File: src/rtl/stack_arbiter_pkg.sv
// Shared types for stack_arbiter: FSM state encoding and request opcodes.
package stack_arbiter_pkg;

  typedef enum logic [1:0] {
    IDLE  = 2'd0,
    ISSUE = 2'd1,
    WAIT  = 2'd2,
    RESP  = 2'd3
  } state_e;

  localparam logic OP_PUSH = 1'b0;
  localparam logic OP_POP  = 1'b1;

endpackage

File: src/rtl/stack_arbiter_rr.sv
// rr_arbiter: combinational round-robin pick. Scans upward from ptr_i with
// wrap and returns the first set request as one-hot, encoded index and any.
module rr_arbiter
  import stack_arbiter_pkg::*;
#(
  parameter int NREQ = 4,
  parameter int IDW  = $clog2(NREQ)
) (
  input  logic [NREQ-1:0] req_i,
  input  logic [IDW-1:0]  ptr_i,
  output logic [NREQ-1:0] gnt_o,
  output logic [IDW-1:0]  idx_o,
  output logic            any_o
);

  logic [IDW-1:0] cand;
  logic           found;

  // First pending request at or after ptr_i, wrapping.
  always_comb begin
    gnt_o = '0;
    idx_o = '0;
    found = 1'b0;
    cand  = '0;
    for (int k = 0; k < NREQ; k++) begin
      cand = IDW'((int'(ptr_i) + k) % NREQ);
      if (!found && req_i[cand]) begin
        found        = 1'b1;
        gnt_o[cand]  = 1'b1;
        idx_o        = cand;
      end
    end
    any_o = found;
  end

endmodule

File: src/rtl/stack_arbiter.sv
// stack_arbiter: shares one LIFO between NREQ requesters. One request is
// granted at a time (round robin), turned into a single push/pop strobe and
// answered with one response. All outputs are registered.
// Optional error counter output err_cnt: define STACK_ARBITER_ERR_COUNT_EN.
module stack_arbiter
  import stack_arbiter_pkg::*;
#(
  parameter int NREQ      = 4,
  parameter int BANDWIDTH = 4,
  parameter int IDW       = $clog2(NREQ)
) (
  input  logic                      clk,
  input  logic                      rstn,
  input  logic [NREQ-1:0]           req_valid,
  input  logic [NREQ-1:0]           req_op,
  input  logic [NREQ*BANDWIDTH-1:0] req_data,
  output logic [NREQ-1:0]           req_ready,
  output logic                      rsp_valid,
  output logic [IDW-1:0]            rsp_id,
  output logic [BANDWIDTH-1:0]      rsp_data,
  output logic                      rsp_err,
  input  logic                      rsp_ready,
  output logic                      stk_push,
  output logic                      stk_pop,
  output logic [BANDWIDTH-1:0]      stk_data_in,
  input  logic [BANDWIDTH-1:0]      stk_data_out,
  input  logic                      stk_full,
`ifdef STACK_ARBITER_ERR_COUNT_EN
  output logic [7:0]                err_cnt,
`endif
  input  logic                      stk_empty
);

  state_e                 state_q;
  logic [IDW-1:0]         rr_ptr_q, id_q, ptr_d, arb_ptr;
  logic                   op_q, err_q;
  logic [BANDWIDTH-1:0]   data_q;
  logic [NREQ-1:0]        req_ready_q, gnt;
  logic [IDW-1:0]         gnt_idx;
  logic                   any_req;
  logic                   rsp_valid_q, rsp_err_q, stk_push_q, stk_pop_q;
  logic [IDW-1:0]         rsp_id_q;
  logic [BANDWIDTH-1:0]   rsp_data_q, stk_data_in_q;

  // Pointer after the current transaction; used on the handshake edge so the
  // next grant is already pending when the FSM lands in IDLE.
  assign ptr_d   = (id_q == IDW'(NREQ - 1)) ? '0 : id_q + 1'b1;
  assign arb_ptr = (state_q == RESP) ? ptr_d : rr_ptr_q;

  rr_arbiter #(.NREQ(NREQ), .IDW(IDW)) u_rr (
    .req_i (req_valid),
    .ptr_i (arb_ptr),
    .gnt_o (gnt),
    .idx_o (gnt_idx),
    .any_o (any_req)
  );

  // Transaction FSM: grant -> accept/strobe -> (wait for read data) -> respond.
  always_ff @(posedge clk or negedge rstn) begin
    if (!rstn) begin
      state_q       <= IDLE;
      rr_ptr_q      <= '0;
      id_q          <= '0;
      op_q          <= OP_PUSH;
      err_q         <= 1'b0;
      data_q        <= '0;
      req_ready_q   <= '0;
      rsp_valid_q   <= 1'b0;
      rsp_id_q      <= '0;
      rsp_data_q    <= '0;
      rsp_err_q     <= 1'b0;
      stk_push_q    <= 1'b0;
      stk_pop_q     <= 1'b0;
      stk_data_in_q <= '0;
    end else begin
      case (state_q)
        IDLE: begin
          if (req_ready_q != '0) begin
            // Accept edge: the strobe is registered here so it is high for
            // the whole ISSUE cycle.
            req_ready_q <= '0;
            state_q     <= ISSUE;
            if (op_q == OP_PUSH) begin
              err_q <= stk_full;
              if (!stk_full) begin
                stk_push_q    <= 1'b1;
                stk_data_in_q <= data_q;
              end
            end else begin
              err_q <= stk_empty;
              if (!stk_empty) stk_pop_q <= 1'b1;
            end
          end else if (any_req) begin
            req_ready_q <= gnt;
            op_q        <= req_op[gnt_idx];
            data_q      <= req_data[gnt_idx*BANDWIDTH +: BANDWIDTH];
            id_q        <= gnt_idx;
          end
        end
        ISSUE: begin
          stk_push_q    <= 1'b0;
          stk_pop_q     <= 1'b0;
          stk_data_in_q <= '0;
          if (op_q == OP_POP && !err_q) begin
            state_q <= WAIT;
          end else begin
            state_q     <= RESP;
            rsp_valid_q <= 1'b1;
            rsp_id_q    <= id_q;
            rsp_err_q   <= err_q;
            rsp_data_q  <= '0;
          end
        end
        WAIT: begin
          state_q     <= RESP;
          rsp_valid_q <= 1'b1;
          rsp_id_q    <= id_q;
          rsp_err_q   <= 1'b0;
          rsp_data_q  <= stk_data_out;
        end
        RESP: begin
          if (rsp_ready) begin
            state_q     <= IDLE;
            rr_ptr_q    <= ptr_d;
            rsp_valid_q <= 1'b0;
            rsp_id_q    <= '0;
            rsp_data_q  <= '0;
            rsp_err_q   <= 1'b0;
            if (any_req) begin
              req_ready_q <= gnt;
              op_q        <= req_op[gnt_idx];
              data_q      <= req_data[gnt_idx*BANDWIDTH +: BANDWIDTH];
              id_q        <= gnt_idx;
            end
          end
        end
        default: state_q <= IDLE;
      endcase
    end
  end

`ifdef STACK_ARBITER_ERR_COUNT_EN
  logic [7:0] err_cnt_q;

  // Count rejected requests at their response handshake, saturating.
  always_ff @(posedge clk or negedge rstn) begin
    if (!rstn) err_cnt_q <= '0;
    else if (state_q == RESP && rsp_ready && rsp_err_q && err_cnt_q != 8'hFF)
      err_cnt_q <= err_cnt_q + 8'd1;
  end

  assign err_cnt = err_cnt_q;
`endif

  assign req_ready   = req_ready_q;
  assign rsp_valid   = rsp_valid_q;
  assign rsp_id      = rsp_id_q;
  assign rsp_data    = rsp_data_q;
  assign rsp_err     = rsp_err_q;
  assign stk_push    = stk_push_q;
  assign stk_pop     = stk_pop_q;
  assign stk_data_in = stk_data_in_q;

endmodule

File: config.mk
export PLATFORM = sky130hd
export DESIGN_NAME = stack_arbiter
export DESIGN_NICKNAME = d
export VERILOG_FILES = /design/src/rtl/stack_arbiter_pkg.sv /design/src/rtl/stack_arbiter_rr.sv /design/src/rtl/stack_arbiter.sv
export SDC_FILE = /design/constraint.sdc
export NUM_CORES = 1
export LEC_CHECK = 0
export BUFFER_PORTS_ARGS = -buffer_cell sky130_fd_sc_hd__buf_2
export CAP_MARGIN = 20
export CELL_PAD_IN_SITES_DETAIL_PLACEMENT = 0
export CELL_PAD_IN_SITES_GLOBAL_PLACEMENT = 1
export CORE_UTILIZATION = 35
export CTS_BUF_LIST = sky130_fd_sc_hd__clkbuf_4
export CTS_CLUSTER_SIZE = 12
export DETAILED_ROUTE_END_ITERATION = 12
export GPL_ROUTABILITY_DRIVEN = 1
export HOLD_SLACK_MARGIN = 0.03
export PLACE_DENSITY = 0.72
export SLEW_MARGIN = 20
export SYNTH_ARGS = -nofsm -noshare
export SYNTH_HDL_FRONTEND = slang
export SYNTH_HIERARCHICAL = 1
export SYNTH_SLANG_ARGS = --single-unit
File: constraint.sdc
create_clock -name clk -period 5.25 [get_ports clk]
set_clock_uncertainty 0.1 [all_clocks]
set_input_delay 0.2625 -clock clk [delete_from_list [all_inputs] [get_ports clk]]
set_output_delay 0.2625 -clock clk [all_outputs]
set_load 0.05 [all_outputs]
# Word-level counts from Yosys, hierarchy flattened
# Cells that the tools add are included.
[totals]
latchBits = 0
ff_bits = 30
mem_bits_ro = 0
mem_count = 0
ramBits = 0
[op_classes]
add_sub_neg = 4
n_shift = 1
mux = 75
bitwise = 3
n_div = 0
n_lt_le_gt_ge = 9
mul = 0
eq_ne = 12
n_reduce_logical = 25
[ops]
columns = ["cell", "n"]
rows = [
  ["2-to-1 mux 4 bit", 15],
  ["2-to-1 mux 1 bit", 27],
  ["2-to-1 mux 2 bit", 12],
  ["one-hot mux 4 bit (2 select lines)", 3],
  ["inequality test 2 bit (second input constant)", 8],
  ["variable part select 16 x 5 -> 4 bit", 1],
  ["less-than comparator 2 x 3 -> 1 bit (second input constant)", 5],
  ["OR 4 bit", 3],
  ["one-hot mux 4 bit (3 select lines)", 1],
  ["binary-select mux 1 bit (select 2 bit)", 5],
  ["demux 1 bit (select 2 bit)", 4],
  [">= comparator 2 x 1 -> 1 bit (second input constant)", 4],
  ["logical AND 1 bit", 8],
  ["one-hot mux 2 bit (4 select lines)", 1],
  ["AND reduction 2 bit", 4],
  ["AND reduction 4 bit", 2],
  ["equality test 2 bit (second input constant)", 3],
  ["one-hot mux 1 bit (2 select lines)", 3],
  ["one-hot mux 1 bit (3 select lines)", 2],
  ["one-hot mux 2 bit (3 select lines)", 1],
  ["AND reduction 3 bit", 2],
  ["adder 2 x 1 -> 2 bit (second input constant)", 2],
  ["adder 2 bit (second input constant)", 2],
  ["zero test 1 bit", 4],
  ["6 further kinds", 7],
]

# Longest topological paths before layout
# Gate-level depths: netlist of the first run.
[logic_depth]
word_depth = 20
depth_mapped = 14
ltp_nobuf = 11

# By module
# Netlist of the first run, hierarchy kept.
[modules_own_cells]
columns = ["mod", "seq_area_each_um2", "cells_each", "instances", "area_per_inst_um2"]
rows = [
  ["stack_arbiter", 750.7, 126, 1, 1587.8],
  ["rr_arbiter", 0.0, 45, 1, 421.7],
]

# Least setup slack after synthesis of the first run
# Ideal clock, no wire load.
[synth_timing]
path_type = "register -> register"
from = "register state_q[0]"
to = "register data_q[0]"
arrival_ps = 3642
setup_ps = 125
stages_incl_launch_ff = 15
path_slack_ps = 1384
period_less_slack_ps = 3866
cell_sequence = "dfrtp_1 ha_1 clkbuf_1 mux2_2 buf_6 inv_1 ha_1 mux4_2 buf_6 and2b_2 o21ai_0 o31ai_1 buf_1 mux4_2 mux2_2"
[synth_via]
elab_chain_len = 18
[synth_rtl]
columns = ["item", "line_no", "rtl"]
rows = [
  ["start, declared", "stack_arbiter.sv:34", "state_e state_q;"],
  ["start signal, assigned", "stack_arbiter.sv:61", "state_q <= IDLE;"],
  ["start signal, assigned", "stack_arbiter.sv:82", "state_q <= ISSUE;"],
  ["start signal, assigned", "stack_arbiter.sv:105", "state_q <= WAIT;"],
  ["equality test 2 bit *", "stack_arbiter.sv:48", "assign arb_ptr = (state_q == RESP) ? ptr_d : rr_ptr_q;"],
  ["2-to-1 mux 2 bit *", "stack_arbiter.sv:48", ""],
  ["net arb_ptr[0]", "stack_arbiter.sv:35", "logic [IDW-1:0] rr_ptr_q, id_q, ptr_d, arb_ptr;"],
  ["branches (longest 11 deep; another with adder 2 x 1 -> 2 bit)", "n/a", ""],
  ["2-to-1 mux 2 bit *", "stack_arbiter_rr.sv:27", "if (!found && req_i[cand]) begin"],
  ["net gnt_idx[0]", "stack_arbiter.sv:39", "logic [IDW-1:0] gnt_idx;"],
  ["variable part select 16 x 5 -> 4 bit *", "stack_arbiter.sv:96, stack_arbiter.sv:132", ""],
  ["2-to-1 mux 4 bit *", "stack_arbiter.sv:93, stack_arbiter.sv:129", ""],
  ["2-to-1 mux 4 bit (on tied branches)", "stack_arbiter.sv:122, stack_arbiter.sv:78", ""],
  ["one-hot mux 4 bit (2 select lines) *", "stack_arbiter.sv:76", "case (state_q)"],
  ["end signal, assigned", "stack_arbiter.sv:96", "data_q <= req_data[gnt_idx*BANDWIDTH +: BANDWIDTH];"],
  ["end signal, assigned", "stack_arbiter.sv:132", "data_q <= req_data[gnt_idx*BANDWIDTH +: BANDWIDTH];"],
  ["end, declared", "stack_arbiter.sv:37", "logic [BANDWIDTH-1:0] data_q;"],
]
# Mark *: on every way through the listed nets, which the timed path passes. The select of a mux whose other input is x is not followed.
# A chain may end at the register's enable or synchronous reset.

# Worst setup path in the final report of the first run
[layout_timing]
from = "register state_q[0]"
to = "register data_q[2]"
# Same word-level chain as after synthesis.

==> results of run 1 <==
[worst register-to-register path, stage by stage, from the launching register on]
cell     delay (ns)
dfrtp_1        0.45
ha_1           0.38
mux2_2         0.52
inv_1          0.13
ha_1           0.28
mux4_2         0.43
and2b_2        0.31
o21ai_0        0.08
o31ai_1        0.09
buf_4          0.21
mux4_2         0.49
mux2_2         0.27
[area by class of cell]
type                            count  area [sq um]
Fill cell                         544          3077
Multi-Input combinational cell    122          1171
Sequential cell                    30         750.7
Timing Repair Buffer               52         267.8
Tap cell                           72         90.09
Clock inverter                      3         63.81
Inverter                           13         48.80
Clock buffer                        5         37.54
[state kept, by name, summed over array words and instances (netlist names), 2 cells and up]
name / flops
state_q: 2
rsp_data: 4
req_ready: 4
stk_data_in: 4
id_q: 2
data_q: 4
rr_ptr_q: 2
rsp_id: 2
[metrics by stage]
| step | hold WS (ns) | util (%) | setup slack (ns) |
|---|---|---|---|
| after floorplan | -0.1331 | - | 1.384 |
| after global placement | 0.2431 | 42.10 | 1.508 |
| after detailed placement | 0.2476 | 42.10 | 1.441 |
| after CTS | 0.05072 | 44.13 | 1.403 |
| after global routing | 0.05351 | 44.13 | 1.141 |
| final | 0.05993 | 44.13 | 1.398 |
[cells in the mapped netlist]
cell	count	area, sq um
inv_1	13	48.80
mux2i_1	9	90.09
a22o_1	2	17.52
a211oi_2	1	12.51
mux4_1	2	52.55
buf_2	1	5.000
nor2b_1	7	43.79
a21o_1	1	7.510
nand2_1	6	22.52
mux4_2	7	157.7
a211oi_1	1	7.510
clkbuf_1	2	7.510
nor4_1	2	12.51
buf_6	2	22.52
o211ai_1	1	7.510
nor2_1	5	18.77
a32o_1	2	20.02
dfrtp_1	30	750.7
a211o_1	1	8.760
a22oi_1	8	60.06
mux2_2	18	202.7
nand3_1	4	20.02
buf_1	1	3.750
o41ai_4	1	27.53
o21ai_0	11	55.05
o32a_2	1	11.26
and2b_2	1	8.760
a2bb2oi_1	2	17.52
nand3_4	1	17.52
nor3b_1	1	7.510
o31ai_1	2	15.01
nor3_1	2	10.01
ha_1	12	150.1
o221ai_1	1	8.760
nand2b_1	2	12.51
a21oi_1	5	25.02
o211a_1	1	10.01
a221oi_1	1	8.760
nor4b_4	1	23.77
[logic make-up after synthesis]
logic type / Yosys count / synth area share (%)
muxes: 36 / 25.03
and+or+nand+nor: 32 / 9.838
AOI/OAI and AO/OA: 42 / 15.94
DFF: 30 / 37.36
buffers and inverters: 19 / 4.358
adders and majority gates: 12 / 7.472
[final timing paths]
path | depth (start not counted) | from | slack, ns | to
min in group asynchronous | 2 | rstn | 0.40 | rsp_valid
hold reg to reg | 1 | rsp_valid | 0.39 | rsp_valid
max in group asynchronous | 2 | rstn | 4.19 | data_q[0]
hold / removal | 3 | stk_data_out[0] | 0.06 | rsp_data[0]
setup / recovery | 11 | state_q[0] | 1.40 | data_q[2]
setup reg to reg | 11 | state_q[0] | 1.40 | data_q[2]
[routing by layer]
metal | track usage (%) | vias to the layer above | part of all wire, %
met2 | 26.02 | 38 | 49
met3 | 3.294 | 7 | 3.9
met4 | 6.226 | 0 | 1.6
li1 | - | 760 | -
met5 | 0 | - | 0
met1 | 18.92 | 776 | 45
[repair_timing]
action	4_1_cts	5_1_grt
hold buffers	1	0
resized for setup	0	0
hold endpoints to repair	30	0
==> flow_summary.yaml, run 1 <==
status:
  status: "finished clean"
grt:
  grt.overflow.total: 0
  grt_first_pass_wirelength_um: 7182
  antenna_found_initial: 0
  grt_use_total_pct: 15.38
  grt_max_degree: 31
  grt_pass1_vias: 1540
timing:
  fmax_mhz: 259.6
  worst_slew_pin_slew_ns: 0.7053
  report.final.hold_viol_count: 0
  layout_min_cycle_time_ns: 3.852
  rsz0062_at_grt: "no"
  period_share_pct: 73.37
  setup-tns-final_ns: 0
  drv_slew: 0
  setup_violations: 0
  slew_headroom_pct: 52.98
floorplan:
  top_level_ports: 51
  start_util_pct: 36.49
  die_x_um: 77.77
  fp.dieArea_sq_um: 6048
  die_h_um: 77.77
  core_area_sq_um: 5507
  rows: 27
routing:
  drc: 0
  drt_iter0_drc: 41
  dr.pass1.iters: 4
  wl_per_cell_um: 14.65
  route.antenna.remaining_nets: 0
  vias: 1581
  via_per_inst: 5.323
  finalWirelength_um: 4351
critical_path:
  worstSetupEndpointType: "flop"
  path_cells: "ha_1 > mux2_2 > inv_1 > ha_1 > mux4_2 > and2b_2 > o21ai_0 > o31ai_1 > buf_4 > mux4_2 > mux2_2"
  critPathRequiredTime_ns: 5.37
  cp_max_fo: 13
  path_class: "flop to flop"
  cp_num_buf_inv: 2
  cp-start-kind: "flop"
  critPathArrivalTime_ns: 3.97
  cp_top_family: "multiplexers"
  critPathMaxStageDelay_ns: 0.52
  critical-path-slowest-cell: "mux2_2"
clock_network:
  path_clk_slew_ns: 0.11
  cts_max_path_buffers: 2
  htree_levels: 2
  numCtsBuffers: 5
  clock-root-buffer: "clkbuf_4"
  cts_setup_buffers: 0
  cts_tree: "done"
  clock_sinks: 30
  clk_latency_ns: 0.33
placed_design:
  hpwl_um: 3273
  dp.cells: 288
  io_buffer_count: 50
  gp_congestion: 0.7611
  placed_area_sq_um: 2318
final_layout:
  design_area_sq_um: 2430
  final_cells: 297
  final_cell_mix: "50 x buf_2, 30 x dfrtp_1, 18 x mux2_2"
  nets: 269
  syn_to_final_growth_pct: 20.92
  drive_above_1_share_pct: 39.56
  layout_commonest_cell: "buf_2"
  num_antenna_cells: 0
yosys:
  yosysWarnings: 6
  syn_area_per_cell_sq_um: 11.75
  synth.distinct_cells: 39
  syn_nets: 216
  seq_area_frac_synth_pct: 37.36
  ys_ff_latch: 30
  synthCells: 171
  syn_area_sq_um: 2009
run:
  maxCapViolCount: 0
hold_path:
  hp-class: "input pin to flop"
Power of run 1 is not shown: default switching activity piles up to over one toggle a cycle in this logic, so the estimate is an artifact.
==> inputs of run 2 (changes only) <==
PLACE_DENSITY = 0.75   (was 0.72)
clock period = 3.1 ns   (was 5.25 ns; I/O delays follow)
==> flow_summary.yaml, run 2 (synthesized netlist as in run 1, its figures left out) <==
timing:
  report.final.hold_viol_count: 0
  layout_min_cycle_time_ns: 3.135
  fin_ws_ns: -0.03464
  fmax_mhz: 319.0
  rsz0062_at_grt: "yes"
  period_share_pct: 101.1
  slew_headroom_pct: 55.53
  setup_violations: 5
  worst_slew_pin_slew_ns: 0.6671
  drv_slew: 0
routing:
  finalWirelength_um: 4585
  via_per_inst: 5.072
  route.antenna.remaining_nets: 0
  drc: 0
  wl_per_cell_um: 13.81
  dr.pass1.iters: 4
  vias: 1684
  drt_iter0_drc: 46
placed_design:
  gp_congestion: 0.7608
  dp.cells: 309
  hpwl_um: 3471
  io_buffer_count: 50
critical_path:
  path_class: "flop to flop"
  cp-start-kind: "flop"
  reg2reg_depth: 10
  rrSetupSlack_ns: -0.03
  worstSetupEndpointType: "flop"
  cp_num_buf_inv: 1
  critPathMaxStageDelay_ns: 0.61
  cp_top_family: "multiplexers"
  path_cells: "ha_2 > nor2_2 > mux2_4 > buf_6 > mux4_2 > nor4_1 > nor2_1 > a32o_2 > mux4_2 > mux2_4"
  critical-path-slowest-cell: "mux4_2"
  critPathArrivalTime_ns: 3.26
  worstReg2RegStart: "id_q[1]"
  critPathRequiredTime_ns: 3.22
  cp_max_fo: 6
  r2r_end: "data_q[0]"
grt:
  grt_first_pass_wirelength_um: 7755
  grt_pass1_vias: 1649
  grt_max_degree: 31
  grt_use_total_pct: 16.52
  antenna_found_initial: 0
  grt.overflow.total: 0
hold_path:
  hp-class: "input pin to flop"
  hold_depth: 3
  min_to: "rr_ptr_q[0]"
  min_from: "rsp_ready"
floorplan:
  core_area_sq_um: 5507
  die_x_um: 77.77
  rows: 27
  fp.dieArea_sq_um: 6048
  die_h_um: 77.77
  top_level_ports: 51
  start_util_pct: 36.49
status:
  violations: "setup timing"
  status: "complete, but fails checks"
clock_network:
  numCtsBuffers: 5
  clock-root-buffer: "clkbuf_4"
  cts_tree: "done"
  path_clk_slew_ns: 0.10
  cts_max_path_buffers: 2
  clock_sinks: 30
  htree_levels: 2
  clk_latency_ns: 0.33
final_layout:
  n_fill_cell: 518
  syn_to_final_growth_pct: 38.54
  drive_above_1_share_pct: 50.00
  final_cell_mix: "50 x buf_2, 30 x dfrtp_1, 25 x buf_4"
  final_cells: 332
  num_antenna_cells: 0
  layout_commonest_cell: "buf_2"
  multi_input_area_sq_um: 1239
  register_area_sq_um: 750.7
  nets: 304
run:
  maxCapViolCount: 0
-- run 2: worst max path at each step --
stage                from         to  depth (start not counted)
6_report          id_q[1]  data_q[0]                         10
5_1_grt           id_q[0]  data_q[0]                         12
4_1_cts        state_q[0]  data_q[0]                          9
3_5_place_dp      id_q[1]  data_q[0]                         11
3_3_place_gp      id_q[0]  data_q[2]                         11
2_1_floorplan  state_q[0]  data_q[0]                         14
-- run 2: timing repair --
| item | 4_1_cts | 5_1_grt |
|---|---|---|
| pin swaps | 5 | 3 |
| hold buffers | 6 | 1 |
| setup endpoints to repair | 5 | 6 |
| endpoints found under the hold margin | 35 | 1 |
| setup buffers | 6 | 2 |
| gates resized for setup | 13 | 4 |
-- run 2: cell type report --
class	count	share of cell area (%)
Inverter	13	1.933
Clock buffer	5	1.348
Clock inverter	3	1.438
Timing Repair Buffer	87	20.58
Tap cell	72	3.236
Multi-Input combinational cell	122	44.49
Sequential cell	30	26.97
-- run 2: worst min-delay path: stages --
cell and delay (ns):
buf_2 0.13, nand2_1 0.12, mux2_2 0.16
-- run 2: layer usage --
| metal | track usage (%) | vias up | part of all wire [%] |
|---|---|---|---|
| met3 | 3.765 | 2 | 3.8 |
| met5 | 0 | - | 0 |
| met4 | 4.528 | 0 | 0.35 |
| met1 | 21.99 | 818 | 46 |
| li1 | - | 827 | - |
| met2 | 26.81 | 37 | 50 |
-- run 2: through the flow --
| step | cell area, sq um | setup TNS [ns] | util [%] | worst slack (ns) | hold WS (ns) |
|---|---|---|---|---|---|
| finish | 2784 | -0.09061 | 50.56 | -0.03464 | 0.1554 |
| global placement | 2510 | -0.4135 | 45.58 | -0.08384 | 0.1278 |
| CTS | 2739 | -0.09079 | 49.74 | -0.02973 | 0.03900 |
| detailed placement | 2510 | -0.9566 | 45.58 | -0.1985 | 0.1329 |
| floorplan | 2048 | -1.635 | - | -0.3269 | -0.2406 |
| global route | 2784 | -0.6278 | 50.56 | -0.1445 | 0.1529 |
Power of run 2 is left out for the same reason.
